--- config.mk ---
export PLATFORM = sky130hd
export DESIGN_NAME = uart_sat_cnt
export DESIGN_NICKNAME = d
export VERILOG_FILES = /design/src/rtl/uart_sat_cnt.sv
export SDC_FILE = /design/constraint.sdc
export NUM_CORES = 1
export LEC_CHECK = 0
export ABC_AREA = 1
export CAP_MARGIN = 20
export CORE_AREA = 5 5 42 44
export DETAILED_ROUTE_END_ITERATION = 16
export DIE_AREA = 0 0 47 49
export GPL_TIMING_DRIVEN = 0
export HOLD_SLACK_MARGIN = 0.03
export SYNTH_ARGS = -nofsm -noshare
export SYNTH_HDL_FRONTEND = slang
export SYNTH_SLANG_ARGS = --single-unit
--- constraint.sdc ---
create_clock -name CLK -period 1.35 [get_ports CLK]
set_input_delay 0.405 -clock CLK [delete_from_list [all_inputs] [get_ports CLK]]
set_output_delay 0.405 -clock CLK [all_outputs]
set_load 0.02 [all_outputs]
--- src/rtl/uart_sat_cnt.sv ---
// Saturating up-counter with synchronous clear; clear has priority over increment.
module uart_sat_cnt #(
    parameter int W = 8
) (
    input  logic         CLK,
    input  logic         RST,
    input  logic         clr,
    input  logic         inc,
    output logic [W-1:0] cnt
);

    always_ff @(posedge CLK or negedge RST) begin
        if (!RST) begin
            cnt <= '0;
        end else if (clr) begin
            cnt <= '0;
        end else if (inc && (cnt != '1)) begin
            cnt <= cnt + 1'b1;
        end
    end

endmodule

==> results.json, run 1 <==
{
  "htree_levels": 1,
  "start_util": 0.365,
  "r2r-start": "cnt[0]$_DFFE_PN0P_",
  "worstPathMaxFanout": 2,
  "synth_compound_area_frac": 0.0954,
  "fin_util": 0.513,
  "drt-initial-drc-count": 18,
  "final_cell_area_um2": 719,
  "dp_hpwl_um": 894,
  "timing.fmax_ghz": 0.766,
  "cts_buffers": 3,
  "drc": 0,
  "io_buffers": 11,
  "grt_pass1_vias": 491,
  "die_area_um2": 2300,
  "crit_required_ns": 0.95,
  "yosys_warnings": 0,
  "grt_max_degree": 9,
  "synthSimpleGateAreaFrac": 0.399,
  "slew_headroom": 0.746,
  "p_per_area_nw_per_um2": 774,
  "p_leak_nw": 0.376,
  "r2r_end": "cnt[3]$_DFFE_PN0P_",
  "synth_fa_ha_area_frac": 0.0244,
  "final-setup-viol-count": 0,
  "syn_area_um2": 512,
  "cts_root_buf": "clkbuf_4",
  "setup_tns_ns": 0,
  "synth_nets": 79,
  "synth.area.top_cells": "dfrtp_1 (39%), nand2_1 (18%), nand3_1 (8.8%)",
  "hold_class": "in -> async",
  "critical_path_class": "reg -> out",
  "maxCapViolCount": 0,
  "largest_reg_flops": 8,
  "antenna_found_initial": 0,
  "via_per_inst": 4.70,
  "path_clk_slew_ns": 0.06,
  "yosysTopAreaCellShare": 0.391,
  "grtUsageTotal": 0.132,
  "clockBufferDepth": 2,
  "min_period_over_period": 0.967,
  "die_x_um": 47,
  "critPathMaxStageDelay_ns": 0.38,
  "synth.area.mux_share": 0,
  "slew_viol_final": 0,
  "syn_inst": 74,
  "worstMarginPinSlew_ns": 0.379,
  "critPathLaunchType": "flip-flop",
  "status": "finished, final reports clean",
  "crit_buf_inv": 1,
  "fin_crit_ns": 1.31,
  "synth_top_area_cell": "dfrtp_1",
  "dr.pass1.iters": 4,
  "arrival_ns": 0.90,
  "num-fill-cells": 136,
  "wl_per_cell_um": 11.6,
  "cts-hold-fix-buffers": 0,
  "register_area_um2": 201,
  "fin_skew_ns": 0.00570,
  "top_regs": "cnt (8)",
  "antenna_left": 0,
  "grt_pass1_wl_um": 2180,
  "irDropWorstVdd_mv": 0.418,
  "ys_seq_elements": 8,
  "clk-insertion-delay-late_ns": 0.26,
  "rows": 14,
  "io_pins": 12,
  "cp_cell_sequence": "clkdlybuf4s15_2",
  "drive_gt1_frac": 0.305,
  "synth_cell_type_count": 15,
  "drt-total-wl_um": 1290,
  "multi_input_area_um2": 302,
  "cts_tree": "yes",
  "slowest_stage": "dfrtp_1",
  "nets": 102,
  "r2r_slack_ns": 0.07,
  "postPlaceCellArea_um2": 646,
  "regMostFlops": "cnt",
  "synth_top_family_by_area": "simple AND/OR/NAND/NOR gates",
  "hold_violations": 0,
  "die_h_um": 49,
  "vias": 522,
  "overflow": 0,
  "ys_seq_area_frac": 0.391,
  "final_cell_mix": "nand2_1 (25), inv_1 (10), nand3_1 (9)",
  "path_delay_family": "flip-flops",
  "core_um2": 1400,
  "synth.avg_cell_area_um2": 6.92,
  "critPathCaptureType": "output port",
  "clkSinkCount": 8,
  "syn_to_final_growth_pct": 40.6,
  "worst_r2r_path_depth": 9,
  "synthXorXnorAreaFrac": 0,
  "antennaDiodeCount": 0,
  "layout_commonest_cell": "nand2_1",
  "place.gp.congestion": 0.779
}
metrics by stage:
step	instances	hold slack (ns)	power, mW	setup WS [ns]
global placement	101	0.528	0.363	-0.294
global route	111	0.449	0.599	-0.00321
finish	111	0.426	0.557	0.0449
detailed placement	101	0.542	0.363	-0.281
CTS	107	0.441	0.555	0.00704
floorplan	74	0.109	0.316	0.000543
layer usage:
layer  vias to the layer above  share of wire  global-route usage
met5                         -              0                   0
li1                        277              -                   -
met3                         4          0.037              0.0443
met1                       232           0.48               0.167
met4                         0          0.021              0.0829
met2                         9           0.46               0.186
where the power goes:
group / switching, mW / leakage, nW / internal, mW
clock network: 0.0913 / 0.0138 / 0.102
logic: 0.0580 / 0.256 / 0.0402
registers: 0.0139 / 0.107 / 0.251
total: 0.163 / 0.376 / 0.393
repair_timing:
item | CTS | global route
pin swaps | 0 | 3
gates resized for setup | 31 | 8
setup endpoints to repair | 9 | 11
buffers inserted | 3 | 4
gates cloned | 0 | 0
synth_stat cells (all sizes together):
library cell  count
a21oi             5
clkinv            1
dfrtp             8
ha                1
inv              10
nand2            28
nand3             9
nor2              7
nor3              2
o21ai             1
o21bai            2
how the worst max path moves through the flow:
stage          depth (start not counted)                 end               start
2_1_floorplan                          8  cnt[4]$_DFFE_PN0P_  cnt[1]$_DFFE_PN0P_
3_3_place_gp                           6  cnt[2]$_DFFE_PN0P_                 clr
3_5_place_dp                           6  cnt[3]$_DFFE_PN0P_                 clr
4_1_cts                                1              cnt[7]  cnt[7]$_DFFE_PN0P_
5_1_grt                                9  cnt[3]$_DFFE_PN0P_  cnt[0]$_DFFE_PN0P_
6_report                               1              cnt[2]  cnt[2]$_DFFE_PN0P_
cell families after synthesis:
family          count (synthesis)
buf+inv                        11
fa+ha+maj                       1
flops                           8
compound gates                  8
simple gates                   46
cell type report:
| class | count | area share |
|---|---|---|
| inverters | 11 | 0.0643 |
| well taps | 16 | 0.0278 |
| multi-input cells | 55 | 0.419 |
| repair buffers | 18 | 0.177 |
| flip-flops and latches | 8 | 0.280 |
| clock buffers | 3 | 0.0313 |
No activity file was read; power rests on OpenSTA's default activity.
==> inputs of run 2 (changes only) <==
CTS_CLUSTER_DIAMETER = 40   (was unset)
==> results of run 2 <==
Same layout as run 1: the final DEF is identical, and so are final timing and power.
==> inputs of run 3 (changes only) <==
CAP_MARGIN = unset   (was 20)
==> results of run 3 <==
Same layout as run 1: the final DEF is identical, and so are final timing and power.
